**config.mk**
```make
export PLATFORM = sky130hd
export DESIGN_NAME = em_stage
export DESIGN_NICKNAME = d
export VERILOG_FILES = /design/src/rtl/em_stage.sv
export SDC_FILE = /design/constraint.sdc
export NUM_CORES = 1
export LEC_CHECK = 0
export ABC_AREA = 1
export CORE_ASPECT_RATIO = 0.75
export CORE_UTILIZATION = 44
export CTS_CLUSTER_DIAMETER = 40
export DETAILED_ROUTE_END_ITERATION = 10
export PLACE_DENSITY_LB_ADDON = 0.05
export SETUP_SLACK_MARGIN = 0.4
export SLEW_MARGIN = 15
export SYNTH_ARGS = -nofsm -noshare
export SYNTH_HDL_FRONTEND = slang
export SYNTH_SLANG_ARGS = --single-unit
export TNS_END_PERCENT = 50
```
**constraint.sdc**
```tcl
create_clock -name clk_i -period 4.3 [get_ports clk_i]
set_input_delay 0.86 -clock clk_i [delete_from_list [all_inputs] [get_ports clk_i]]
set_output_delay 0.86 -clock clk_i [all_outputs]
set_load 0.05 [all_outputs]
```
**src/rtl/em_stage.sv**
```systemverilog
// Execute->memory/writeback stage of the 3-stage RV32 core: one outstanding dmem access, load formatting, stall.
// Optional stall counter output stall_cnt_o is enabled by defining EM_PERF_CNT_EN.
module em_stage #(
  parameter int XLEN = 32,
  parameter int REGW = 5
) (
  input  logic              clk_i,
  input  logic              rst_i,
  input  logic              valid_e,
  input  logic              flush_i,
  input  logic [REGW-1:0]   rd_e,
  input  logic              reg_write_e,
  input  logic              mem_read_e,
  input  logic              mem_write_e,
  input  logic [2:0]        funct3_e,
  input  logic [XLEN-1:0]   alu_result_e,
  input  logic [XLEN-1:0]   store_data_e,
  output logic              stall_o,
  output logic [REGW-1:0]   rd_m,
  output logic              reg_write_m,
  output logic [XLEN-1:0]   result_m,
  output logic              misalign_o,
  output logic              dmem_req_o,
  output logic              dmem_we_o,
  output logic [XLEN-1:0]   dmem_addr_o,
  output logic [XLEN-1:0]   dmem_wdata_o,
  output logic [XLEN/8-1:0] dmem_be_o,
  input  logic              dmem_rvalid_i,
  input  logic [XLEN-1:0]   dmem_rdata_i
`ifdef EM_PERF_CNT_EN
  ,
  output logic [31:0]       stall_cnt_o
`endif
);

  localparam int BW = XLEN / 8;

  typedef enum logic [1:0] {ST_EMPTY, ST_ALU, ST_MEM_WAIT} state_t;

  state_t            state_q, state_d;
  logic [REGW-1:0]   rd_q;
  logic              reg_write_q;
  logic              is_load_q;
  logic [2:0]        funct3_q;
  logic [1:0]        lane_q;
  logic [XLEN-1:0]   result_q;
  logic              misalign_q;
  logic              we_q;
  logic [XLEN-1:0]   addr_q;
  logic [XLEN-1:0]   wdata_q;
  logic [BW-1:0]     be_q;

  // Capture-side decode of the execute slot.
  logic            take, mem_op, is_store_e, misalign_e, go_mem;
  logic [BW-1:0]   lane_mask, be_e;
  logic [XLEN-1:0] wdata_e;

  assign take       = valid_e & ~flush_i;
  assign mem_op     = mem_read_e | mem_write_e;
  assign is_store_e = mem_write_e & ~mem_read_e;   // load wins when both are set

  // NOTE: every signal written in an always_comb gets a default first, so no path can infer a latch.
  always_comb begin
    misalign_e = 1'b0;
    lane_mask  = '1;
    wdata_e    = store_data_e;
    unique case (funct3_e[1:0])
      2'b00: begin
        lane_mask = {{(BW-1){1'b0}}, 1'b1};
        wdata_e   = {BW{store_data_e[7:0]}};
      end
      2'b01: begin
        misalign_e = alu_result_e[0];
        lane_mask  = {{(BW-2){1'b0}}, 2'b11};
        wdata_e    = {(BW/2){store_data_e[15:0]}};
      end
      default: misalign_e = |alu_result_e[1:0];
    endcase
  end

  assign be_e   = lane_mask << alu_result_e[1:0];
  assign go_mem = take & mem_op & ~misalign_e;

  assign stall_o = (state_q == ST_MEM_WAIT) & ~dmem_rvalid_i;

  always_comb begin
    state_d = state_q;
    if (!stall_o) begin
      if (!take)       state_d = ST_EMPTY;
      else if (go_mem) state_d = ST_MEM_WAIT;
      else             state_d = ST_ALU;
    end
  end

  // NOTE: sequential state uses non-blocking assignments so every register samples pre-edge values.
  always_ff @(posedge clk_i or negedge rst_i) begin
    if (!rst_i) begin
      state_q <= ST_EMPTY;
    end else begin
      state_q <= state_d;
    end
  end

  // NOTE: all datapath registers are asynchronously cleared so outputs read 0 straight out of reset.
  always_ff @(posedge clk_i or negedge rst_i) begin
    if (!rst_i) begin
      rd_q        <= '0;
      reg_write_q <= 1'b0;
      is_load_q   <= 1'b0;
      funct3_q    <= '0;
      lane_q      <= '0;
      result_q    <= '0;
      misalign_q  <= 1'b0;
      we_q        <= 1'b0;
      addr_q      <= '0;
      wdata_q     <= '0;
      be_q        <= '0;
    end else if (!stall_o) begin
      rd_q        <= take ? rd_e : '0;
      // Misaligned memory ops land in ALU state with the write suppressed.
      reg_write_q <= take & reg_write_e & ~mem_op & (|rd_e);
      is_load_q   <= go_mem & mem_read_e;
      funct3_q    <= funct3_e;
      lane_q      <= alu_result_e[1:0];
      result_q    <= take ? alu_result_e : '0;
      misalign_q  <= take & mem_op & misalign_e;
      we_q        <= go_mem & is_store_e;
      addr_q      <= go_mem ? {alu_result_e[XLEN-1:2], 2'b00} : '0;
      wdata_q     <= (go_mem & is_store_e) ? wdata_e : '0;
      be_q        <= (go_mem & is_store_e) ? be_e : '0;
    end
  end

  // Load formatting from the captured size/sign and byte lane.
  logic [XLEN-1:0] byte_sh, half_sh, load_fmt;
  assign byte_sh = dmem_rdata_i >> {lane_q, 3'b000};
  assign half_sh = dmem_rdata_i >> {lane_q[1], 4'b0000};

  always_comb begin
    load_fmt = dmem_rdata_i;
    unique case (funct3_q)
      3'b000:  load_fmt = {{(XLEN-8){byte_sh[7]}}, byte_sh[7:0]};
      3'b001:  load_fmt = {{(XLEN-16){half_sh[15]}}, half_sh[15:0]};
      3'b100:  load_fmt = {{(XLEN-8){1'b0}}, byte_sh[7:0]};
      3'b101:  load_fmt = {{(XLEN-16){1'b0}}, half_sh[15:0]};
      default: load_fmt = dmem_rdata_i;
    endcase
  end

  always_comb begin
    reg_write_m = 1'b0;
    result_m    = '0;
    unique case (state_q)
      ST_ALU: begin
        reg_write_m = reg_write_q;
        result_m    = result_q;
      end
      ST_MEM_WAIT: begin
        if (dmem_rvalid_i && is_load_q) begin
          reg_write_m = |rd_q;
          result_m    = load_fmt;
        end
      end
      default: ;
    endcase
  end

  assign rd_m         = rd_q;
  assign misalign_o   = misalign_q;
  assign dmem_req_o   = (state_q == ST_MEM_WAIT);
  assign dmem_we_o    = we_q;
  assign dmem_addr_o  = addr_q;
  assign dmem_wdata_o = wdata_q;
  assign dmem_be_o    = be_q;

`ifdef EM_PERF_CNT_EN
  always_ff @(posedge clk_i or negedge rst_i) begin
    if (!rst_i) begin
      stall_cnt_o <= '0;
    end else if (stall_o && stall_cnt_o != 32'hFFFF_FFFF) begin
      stall_cnt_o <= stall_cnt_o + 32'd1;
    end
  end
`endif

endmodule

```
# Word level (Yosys, flattened, before mapping)
# Cells that the tools add are included.
# classes
eq_ne	6
shifts	3
mux	15
bitwise	17
reduce_logical	6
# op_table
cell	n
two-way mux 32 bit	4
case mux 32 bit (2 select lines)	2
case mux 32 bit (4 select lines)	1
>> shifter 32 x 5 -> 16 bit	1
>> shifter 32 x 5 -> 8 bit	1
AND 1 bit	11
OR reduction 5 bit	2
case mux 4 bit (2 select lines)	1
equality test 3 bit (second input constant)	2
two-way mux 5 bit	1
inverter 1 bit	5
equality test 2 x 1 -> 1 bit (second input constant)	2
two-way mux 2 bit	2
two-way mux 4 bit	1
case mux 1 bit (2 select lines)	2
<< shifter 4 x 2 -> 4 bit	1
equality test 3 x 1 -> 1 bit (second input constant)	1
zero test 3 bit	1
equality test 2 bit (second input constant)	1
zero test 2 bit	1
OR reduction 2 bit	1
logical AND 1 bit	1
two-way mux 1 bit	1
bitwise OR 1 bit	1
# totals
ff_bits	116
in_bits	112
output_inout_bits	110
wordCells	59

# Logic depth before layout (Yosys ltp)
# Gate-level depths: netlist of run 1.
# depth
ltp_word	6
mapped_depth	10
ltp_nobuf	9

# Worst setup path after synthesis of run 1
# No wires, ideal clock.
# synth_path
path_type	input to output
from	in dmem_rdata_i[15]
to	out result_m[20]
t_arrival_ns	2.333
required_ns	3.440
slack_ns	1.107
path_stages	7
n_path_buf	1
cell_sequence	inv_1 -> o21ai_0 -> a21oi_1 -> nand2_2 -> buf_4 -> nand2_1 -> a21oi_1
# synth_between
elab_chain_cells	4
word_cells_on_any_way	5
# synth_rtl
item	line_no	source
start: declaration	29	input logic [XLEN-1:0] dmem_rdata_i
>> shifter 32 x 5 -> 16 bit or >> shifter 32 x 5 -> 8 bit (tied branches)	137, 136	
case mux 32 bit (4 select lines) (*)	141	unique case (funct3_q)
two-way mux 32 bit (*)	159	if (dmem_rvalid_i && is_load_q) begin
case mux 32 bit (2 select lines) (*)	153	unique case (state_q)
end: declaration	21	output logic [XLEN-1:0] result_m,
# Every way passes the cells marked *; elsewhere a longest branch is shown, timed or not.

# Worst setup path in the final report of run 1
# layout_path
from	in dmem_rdata_i[23]
to	out result_m[30]
# layout_between
elab_chain_cells	4
# layout_rtl
item	line_no	source
>> shifter 32 x 5 -> 8 bit	136	assign byte_sh = dmem_rdata_i >> {lane_q, 3'b000};
case mux 32 bit (4 select lines)	141	
two-way mux 32 bit	159	
case mux 32 bit (2 select lines)	153	
# No other way between the ends.

==> results of run 1 <==
-- area by class of cell --
class                           instances  share of cell area
Multi-Input combinational cell        595               0.299
Inverter                               38              0.0165
Sequential cell                       114               0.330
Timing Repair Buffer                  230               0.264
Tap cell                              166              0.0240
Clock buffer                           19              0.0512
Clock inverter                         12              0.0156
-- metrics by stage --
stage	power (mW)	area, um2	hold WS (ps)	worst slack, ps
finish	2.96	8650	479	673
global route	3.07	8650	499	588
CTS	2.97	8650	480	733
detailed placement	1.59	8070	465	751
global placement	1.59	8070	462	782
floorplan	1.37	5810	453	1110
-- how the worst min path moves through the flow --
stage / start / end / slack, ps / cells after the start
floorplan: reg_write_q$_DFFE_PN0N_ / reg_write_q$_DFFE_PN0N_ / 450 / 2
global placement: dmem_wdata_o[30]$_DFFE_PN0N_ / dmem_wdata_o[30]$_DFFE_PN0N_ / 460 / 2
detailed placement: dmem_wdata_o[27]$_DFFE_PN0N_ / dmem_wdata_o[27]$_DFFE_PN0N_ / 460 / 2
CTS: dmem_wdata_o[17]$_DFFE_PN0N_ / dmem_wdata_o[17]$_DFFE_PN0N_ / 480 / 2
global route: dmem_wdata_o[5]$_DFFE_PN0N_ / dmem_wdata_o[5]$_DFFE_PN0N_ / 500 / 2
finish: dmem_wdata_o[14]$_DFFE_PN0N_ / dmem_wdata_o[14]$_DFFE_PN0N_ / 480 / 2
-- cells by family (layout without fill, tap and decap cells) --
group / count (synthesis) / after routing
AND/OR/NAND/NOR: 428 / 428
AO/OA/AOI/OAI: 163 / 163
flip-flops: 114 / 114
buffers and inverters: 86 / 299
adder cells (fa/ha/maj): 2 / 2
other: 1 / 2
-- cells in the mapped netlist --
cell and instances:
conb_1 1, clkbuf_1 29, nand3b_1 6, nor2_1 66, dfrtp_1 114, inv_1 35
o22ai_1 5, nand2_1 319, buf_2 6, clkbuf_2 2, nand2_2 2, nand3_1 12
or2_2 1, nand4_1 13, o21bai_1 6, clkbuf_8 3, o31ai_1 2, inv_2 3
buf_1 2, o21ai_0 96, ha_1 2, buf_4 6, a21oi_1 54, nor3_1 8
nand3_2 1
-- sequential cells by signal, indices dropped and copies added (netlist names) --
name / flops
dmem_addr_o: 30
dmem_be_o: 4
dmem_wdata_o: 32
dmem_we_o: 1
funct3_q: 3
is_load_q: 1
lane_q: 2
misalign_o: 1
rd_m: 5
reg_write_q: 1
result_q: 32
state_q: 2
-- cells in the final DEF, fill, tap and decap left out --
master / count
nand2_1: 319
o22ai_1: 5
dfrtp_1: 114
nor2_4: 1
nor2_1: 65
nand2_2: 2
nand4_1: 13
buf_12: 8
clkbuf_1: 1
nand3b_1: 6
clkinv_2: 2
nand3_1: 12
o21bai_1: 6
nand3_2: 1
clkinvlp_4: 4
clkdlybuf4s50_1: 184
ha_1: 2
inv_1: 35
nor3_1: 8
buf_4: 38
conb_1: 2
inv_2: 3
bufinv_16: 2
inv_6: 1
clkinv_4: 3
o21ai_0: 96
clkbuf_8: 1
a21oi_1: 54
clkbuf_16: 17
or2_2: 1
o31ai_1: 2
-- power breakdown --
part,total (mW),internal [mW],switching (mW),leakage [nW]
registers,1.13,1.11,0.0251,1.55
logic,0.441,0.173,0.268,2.17
clock network,1.39,0.865,0.524,0.271
-- worst max-delay path: stages --
cell and delay, ps:
clkdlybuf4s50_1 510, inv_1 90, nand2_1 70, nand3_1 60, nand2_1 110, nand2_2 140, nand2_2 330, nand2_1 90
a21oi_1 230, buf_4 260
-- routing by layer --
metal	up-vias	share of wire
li1	2965	-
met1	2893	0.47
met2	310	0.42
met3	35	0.086
met4	0	0.023
met5	-	0
==> results.cfg, run 1 <==
[yosys]
ys_ff_latch = 114
synthSimpleGateAreaFrac = 0.293
synth_compound_gate_area_share = 0.145
yosysWarningCount = 0
synth_cell_types = 25
synth_top_family_by_area = simple AND/OR/NAND/NOR gates
syn-instance-count = 794
synthAdderAreaFrac = 0.00431
synth_area_leader_cell = dfrtp_1
synth_xor_area_frac = 0
postSynthAreaPerCell_um2 = 7.32
muxShareOfSynthArea = 0
yosysTopAreaCellShare = 0.491
netlist_area_mm2 = 0.00581
ys_top_cells_by_area = dfrtp_1, nand2_1, o21ai_0, a21oi_1, nor2_1
synth_seq_area_share = 0.491

[global_routing]
grt_start_max_net_pins = 66
grt-ovfl-total = 0
grt_pass1_wl_um = 30900
grt_pass1_vias = 5822
track_usage = 0.299
grt.busiest_layer = met1
grtUsageMet3 = 0.0666
antenna_found_initial = 0
grt_util_met2 = 0.432
grt_util_met1 = 0.435

[placed_design]
dp.cells = 1143
io_buffer_count = 219
dp_hpwl_um = 13600
place_congestion = 0.920

[finish]
fillers = 1072
drive_gt1_frac = 0.0833
instances_no_fill = 1174
layout.nets = 1110
final_core_util = 0.688
area_growth_pct = 48.9
multi_input_area_mm2 = 0.00258
regArea_mm2 = 0.00285
antenna_cells = 0

[floorplan]
fp.dieH_um = 102
die_w_um = 135
start_util = 0.462
core_mm2 = 0.0126
dieArea_mm2 = 0.0137
ioPinCount = 222
rows = 35

[critical_path]
r2r_cells = 10
worstSetupStartpoint = dmem_rdata_i[23]
r2r_slack_ps = 2310
rr_startpoint = state_q[0]$_DFFE_PN0N_
start_kind = input pin
critPathRequiredTime_ps = 3440
r2r-end = dmem_wdata_o[22]$_DFFE_PN0N_
end_kind = output port
path_max_fanout = 16
cp_data_arrival_time_ps = 2770
cp-endpoint = result_m[30]
path_class = in -> out

[flow_run]
max_cap_viol_count = 0

[route]
post-route-drc-count = 0
ant_nets = 0
wire_per_inst_um = 16.8
num_vias = 6203
drt_iter0_drc = 497
wirelength_um = 19700
viasPerCell = 5.28
drt_pre_antenna_iters = 6

[sta]
worst_pin_slew_ps = 1150
max_freq_ghz = 0.276
setup_violations = 0
hold_violations = 0
fin_skew_ps = 8.72
slew_headroom = 0.234
rsz0062_at_grt = false
finalCritPeriodShare = 0.844
drv_slew = 0
period_needed_ps = 3630
timing.setup.tns_ps = 0

[clocking]
insertion_delay_ps = 420
cts_tree = built
cts-resized-gates = 0
htree_levels = 4
postCtsSetupRepairBufs = 0
cts_sinks = 114
clockBufferDepth = 2
numCtsBuffers = 17
clk_pin_slew_ps = 50
holdBufCountCts = 0
cts_root_buf = clkbuf_16

[min_path]
hold_path.class = reg -> reg

[pwr]
power_leakage_nw = 4.00
peakVddDrop_v = 0.000329
p_per_area_mw_per_mm2 = 342

[outcome]
status = completed
No activity file was read; power rests on OpenSTA's default activity.
==> run 2: changes to the inputs <==
clock period = 3.6 ns   (was 4.3 ns; I/O delays follow)
==> results.cfg, run 2 (synthesis results as in run 1) <==
[outcome]
status = completed

[placed_design]
io_buffer_count = 219
dpl-instance-area_mm2 = 0.00845
place_congestion = 0.914
dp.cells = 1146
dp_hpwl_um = 14100
dp_slack_ps = 351

[global_routing]
grt_start_max_net_pins = 71
grt_pass1_vias = 5722
grt-ovfl-total = 0
antenna_found_initial = 0
track_usage = 0.303
grt_pass1_wl_um = 31300

[sta]
rsz0062_at_grt = true
finalCritPeriodShare = 0.865
drv_slew = 0
holdWs_ps = 330
period_needed_ps = 3120
fin_ws_ps = 484
fin_skew_ps = 9.71
hold_violations = 0
worst_pin_slew_ps = 851
timing.setup.tns_ps = 0
slew_headroom = 0.433
setup_violations = 0
max_freq_ghz = 0.321

[route]
drt_iter0_drc = 579
post-route-drc-count = 0
wire_per_inst_um = 17.1
viasPerCell = 5.26
wirelength_um = 20100
num_vias = 6193
drt_pre_antenna_iters = 5
ant_nets = 0

[finish]
instances_no_fill = 1178
fin_area_mm2 = 0.00912
area_growth_pct = 57.0
mostFrequentLayoutCell = nand2_1
drive_gt1_frac = 0.0998
antenna_cells = 0
layout_common_cells = nand2_1, clkdlybuf4s50_1, dfrtp_1, o21ai_0, nor2_1
fillers = 1010
layout.nets = 1113

[critical_path]
path_max_fanout = 11
critPathRequiredTime_ps = 2880
r2r_slack_ps = 1220
end_kind = output port
start_kind = input pin
r2r-end = dmem_addr_o[9]$_DFFE_PN0N_
cp_data_arrival_time_ps = 2400
r2r_cells = 8
path_class = in -> out
rr_startpoint = state_q[0]$_DFFE_PN0N_
cp-endpoint = result_m[0]
worstSetupStartpoint = dmem_rvalid_i

[clocking]
htree_levels = 4
cts_root_buf = clkbuf_16
holdBufCountCts = 0
cts_sinks = 114
postCtsSetupRepairBufs = 0
cts-resized-gates = 1
insertion_delay_ps = 410
numCtsBuffers = 17
cts_tree = built
clockBufferDepth = 2
clk_pin_slew_ps = 50

[pwr]
p_per_area_mw_per_mm2 = 401
power_leakage_nw = 4.11
peakVddDrop_v = 0.000338

[flow_run]
max_cap_viol_count = 0

[floorplan]
ioPinCount = 222
rows = 35
core_mm2 = 0.0126
die_w_um = 135
fp.dieH_um = 102
start_util = 0.462
dieArea_mm2 = 0.0137

[min_path]
hold_path.class = in -> async
-- run 2: worst min-delay path by stage --
stage / startpoint / endpoint / slack (ps) / cells after the start
2_1_floorplan: rst_i / dmem_addr_o[10]$_DFFE_PN0N_ / 420 / 0
3_3_place_gp: dmem_wdata_o[29]$_DFFE_PN0N_ / dmem_wdata_o[29]$_DFFE_PN0N_ / 460 / 2
3_5_place_dp: dmem_wdata_o[29]$_DFFE_PN0N_ / dmem_wdata_o[29]$_DFFE_PN0N_ / 460 / 2
4_1_cts: rst_i / rd_m[2]$_DFFE_PN0N_ / 340 / 1
5_1_grt: rst_i / rd_m[2]$_DFFE_PN0N_ / 360 / 1
6_report: rst_i / rd_m[3]$_DFFE_PN0N_ / 330 / 1
-- run 2: where the power goes --
group	switching, mW	internal (mW)	total [mW]
logic	0.327	0.220	0.547
registers	0.0320	1.32	1.35
clock network	0.626	1.13	1.75
total	0.986	2.67	3.65
-- run 2: per-layer routing --
| layer | vias up | wire, um | global-route usage |
|---|---|---|---|
| met5 | - | 0 | 0 |
| met4 | 0 | 191 | 0.0752 |
| met3 | 17 | 1980 | 0.0956 |
| met2 | 299 | 8770 | 0.429 |
| met1 | 2915 | 9140 | 0.448 |
| li1 | 2962 | - | - |
-- run 2: worst max-delay path, cell delays in order --
cell and delay (ps):
clkdlybuf4s50_1 570, nand3_4 180, inv_1 280, nand4_1 150, a21oi_1 310, buf_12 190
-- run 2: area by class of cell --
cell class                      instances  area, um2  area share
Inverter                               38        143      0.0156
Multi-Input combinational cell        595       2650       0.290
Tap cell                              166        208      0.0228
Sequential cell                       114       2850       0.313
Clock inverter                         12        156      0.0171
Timing Repair Buffer                  233       2660       0.292
Clock buffer                           20        457      0.0501
-- run 2: metrics by stage --
| stage | power, mW | utilization |
|---|---|---|
| after floorplan | 1.63 | - |
| after global placement | 1.91 | 0.672 |
| after detailed placement | 1.91 | 0.672 |
| after CTS | 3.66 | 0.721 |
| after global routing | 3.79 | 0.726 |
| final | 3.65 | 0.726 |
==> variant 1, RTL diff (config.mk and constraints of run 2) <==
Add a define of `EM_PERF_CNT_EN`.
--- a/src/rtl/em_stage.sv
+++ b/src/rtl/em_stage.sv
@@ -1,4 +1,6 @@
 // Execute->memory/writeback stage of the 3-stage RV32 core: one outstanding dmem access, load formatting, stall.
 // Optional stall counter output stall_cnt_o is enabled by defining EM_PERF_CNT_EN.
+`define EM_PERF_CNT_EN
+
 module em_stage #(
   parameter int XLEN = 32,
Check against the original RTL (old outputs only; new: stall_cnt_o): equivalent (equiv_simple and equiv_induct, registers matched by name and starting in step).
==> variant 1 against run 2 <==
  * Setup slack lost 0.075 ns
  * Design area grew 25%
  * Critical endpoint is now result_m[7]
  * Total power grew 17%
  * Wire length grew 24%
  * Via count grew 26%
  * Sequential power grew 32%
  * Utilization shrank 5.4 points
  * Combinational power grew 42%
  * Non-clock buffer count grew 35
  * Sequential share of layout area grew 0.77 points
  * Sequential cell count grew 32
  * Cell count grew 29%
  * Synthesized area grew 33%
  * Critical path depth grew 4
==> variant 1: results (changes against run 2) <==
[status]
status=completed  ; unchanged

[final_layout]
signal_buffers=268  ; was 233
multiInputGateArea_sq_um=3580  ; was 2646 sq um
multi_input_area_share_pct=31.39  ; was 29.01%
drive_gt1_share_pct=8.068  ; was 9.980%
inverters_excl_clock=69  ; was 38
stdcell_count=1525  ; was 1178
clkCellAreaFrac_pct=5.102  ; was 6.721%
multi_input_cells=774  ; was 595
seq_share_pct=32.04  ; was 31.27%
n_clock_buffer=19  ; was 20

[synth]
synthAdderAreaFrac_pct=0.4858  ; was 0.4308%
synth_xor_area_share_pct=2.153  ; was 0%
ys_types=37  ; was 25
synth_common_cells=nand2_1, dfrtp_1, nor2_1  ; was nand2_1, dfrtp_1, o21ai_0
synth_area_leaders=dfrtp_1, nand2_1, o21ai_0  ; unchanged
synth-compound-area-share_pct=14.82  ; was 14.49%
synth-seq-area-share_pct=47.28  ; was 49.11%

[power_and_ir_drop]
ir_worst_vdd_uv=310.7  ; was 337.5 uV

[setup_path]
critPathSlowestCell=o21ai_0  ; was clkdlybuf4s50_1
timing.rr.end=dmem_wdata_o[26]  ; was dmem_addr_o[9]
crit_end=result_m[7]  ; was result_m[0]
crit_cells=10  ; was 6
ff2ff_setup_slack_ns=1.25  ; was 1.22 ns
critPathArrivalTime_ns=2.47  ; was 2.40 ns
slowest_delay_ns=0.40  ; was 0.57 ns
cp_max_fo=8  ; was 11

[sta]
final.setup_skew_ns=0.008531  ; was 0.009708 ns
relSlewSlack_pct=47.98  ; was 43.29%
fin_hold_ws_ns=0.3187  ; was 0.3302 ns
worst_slack_ns=0.4092  ; was 0.4843 ns

[die]
start_util_pct=45.51  ; was 46.22%

[grt]
grt_pass1_vias=7271  ; was 5722
grt_usage_pct=28.15  ; was 30.34%
grt_pass1_wl_um=38900  ; was 31340 um

[placed_design]
dp_slack_ns=0.3031  ; was 0.3514 ns

-- variant 1: cell types whose count changed after synthesis, sizes merged, moves of 11 or more --
cell | before | now
nand2 | 321 | 389
xnor2 | 0 | 11
nand3 | 13 | 25
dfrtp | 114 | 146
nor2 | 66 | 109
inv | 38 | 69
o31ai | 2 | 27
-- variant 1: metal layers --
metal | vias up | global-route usage [%] | share of wire [%]
met5 | - | 0 | 0
met4 | 0 | 9.307 | 2.1
met3 | 37 | 8.063 | 8.6
met2 | 304 | 40.60 | 42
met1 | 3627 | 40.64 | 47
li1 | 3829 | - | -
-- variant 1: power by group --
group	leakage, nW	internal (mW)	switching (mW)
logic	2.75	0.295	0.483
clock network	0.285	0.999	0.730
registers	1.99	1.71	0.0694
total	5.02	3.00	1.28
-- variant 1: repair_timing --
action	in CTS	in global routing
setup endpoints to repair	20	28
pin swaps	0	1
hold buffers	0	0
buffers inserted	0	1
gates resized for setup	1	5
cloned	0	0
==> variant 2, RTL diff (flow settings as in run 2) <==
Made on the original files. Re-encode `state_t` (3 states) as one-hot, 3 bits wide.
--- a/src/rtl/em_stage.sv
+++ b/src/rtl/em_stage.sv
@@ -36,5 +36,5 @@
   localparam int BW = XLEN / 8;
 
-  typedef enum logic [1:0] {ST_EMPTY, ST_ALU, ST_MEM_WAIT} state_t;
+  typedef enum logic [2:0] {ST_EMPTY = 3'b001, ST_ALU = 3'b010, ST_MEM_WAIT = 3'b100} state_t;
 
   state_t            state_q, state_d;
Check against the original RTL: no difference found for any inputs over 10 cycles, from zero or initial values and one cycle with rst_i low; not proved beyond that.
==> variant 2 against run 2 <==
  * Wire length fell by 2.8%
  * Setup slack improved by 0.056 ns
  * Total power fell by 2.0%
  * Sequential cell count rose by 1
  * Design area rose by 1.1%
  * Critical endpoint is now result_m[9]
  * Synthesized area rose by 5.3%
  * The flow now finishes with violations (DRC)
  * Synthesized cell count rose by 8.8%
  * Critical path type unchanged
  * First-iteration DRC count fell by 11%
==> variant 2: results (changes against run 2) <==
[grt]
grt_use_met3_pct=6.906  ; was 9.560%
gr-usage-met2_pct=42.02  ; was 42.94%
grt_max_degree=111  ; was 71
globalRouteMet1Util_pct=39.33  ; was 44.77%

[drt]
route.detailed.vias_per_inst=4.951  ; was 5.257
drc=28  ; was 0
wl_met1_um=8953  ; was 9141 um
finalWirelength_um=19530  ; was 20090 um
drt_iter0_drc=515  ; was 579
dr_wl_met3_um=1696  ; was 1983 um
wl_met2_um=8656  ; was 8771 um

[die]
core-area_sq_um=13290  ; was 12570 sq um

[setup_path]
ff2ff_setup_slack_ns=1.60  ; was 1.22 ns
slowest_delay_ns=0.53  ; was 0.57 ns

[status]
status=finished with violations  ; was completed
violations=DRC

[power_and_ir_drop]
ir_worst_vdd_uv=305.4  ; was 337.5 uV
p_leak_nw=4.656  ; was 4.108 nW
powerComb_mw=0.496  ; was 0.547 mW

[synth]
synthAdderAreaFrac_pct=0  ; was 0.4308%
synth_area_leaders=dfrtp_1, nand2_1, o21ai_0  ; unchanged
synth_common_cells=nand2_1, dfrtp_1, inv_1  ; was nand2_1, dfrtp_1, o21ai_0
synth-seq-area-share_pct=47.06  ; was 49.11%

[final_layout]
fill_cells=1135  ; was 1010
clkCellAreaFrac_pct=6.554  ; was 6.721%
seq_area_sq_um=2879  ; was 2853 sq um
stdcell_count=1251  ; was 1178

[placed_design]
hpwlAfterDp_um=13790  ; was 14050 um
gp_congestion=0.9506  ; was 0.9141

[clock_network]
post_cts_resize_count=0  ; was 1

[sta]
final.setup_skew_ns=0.01400  ; was 0.009708 ns

variant 2: cell types whose count changed after synthesis, moves of 5 or more:
| cell | delta |
|---|---|
| buf_2 | +10 |
| buf_4 | +5 |
| clkbuf_1 | -16 |
| inv_1 | +39 |
| nand2_1 | +61 |
| nand3_1 | +31 |
| nand3b_1 | -6 |
| nor2_1 | -19 |
| o21ai_0 | -38 |
| o21bai_1 | -6 |
| or2_2 | +5 |
variant 2: cell families (layout without fill, tap and decap cells):
| kind of cell | after synthesis | count (layout) |
|---|---|---|
| AOI/OAI and AO/OA | 116 | 116 |
| buffers and inverters | 126 | 341 |
| DFF | 115 | 115 |
| other | 1 | 2 |
| and+or+nand+nor | 506 | 506 |
variant 2: worst max path at each step:
stage | to | slack, ns | cells past startpoint
finish | result_m[9] | 0.54 | 8
CTS | reg_write_m | 0.46 | 6
global route | result_m[25] | 0.46 | 8
detailed placement | reg_write_m | 0.46 | 6
global placement | reg_write_m | 0.49 | 6
floorplan | reg_write_m | 0.55 | 5
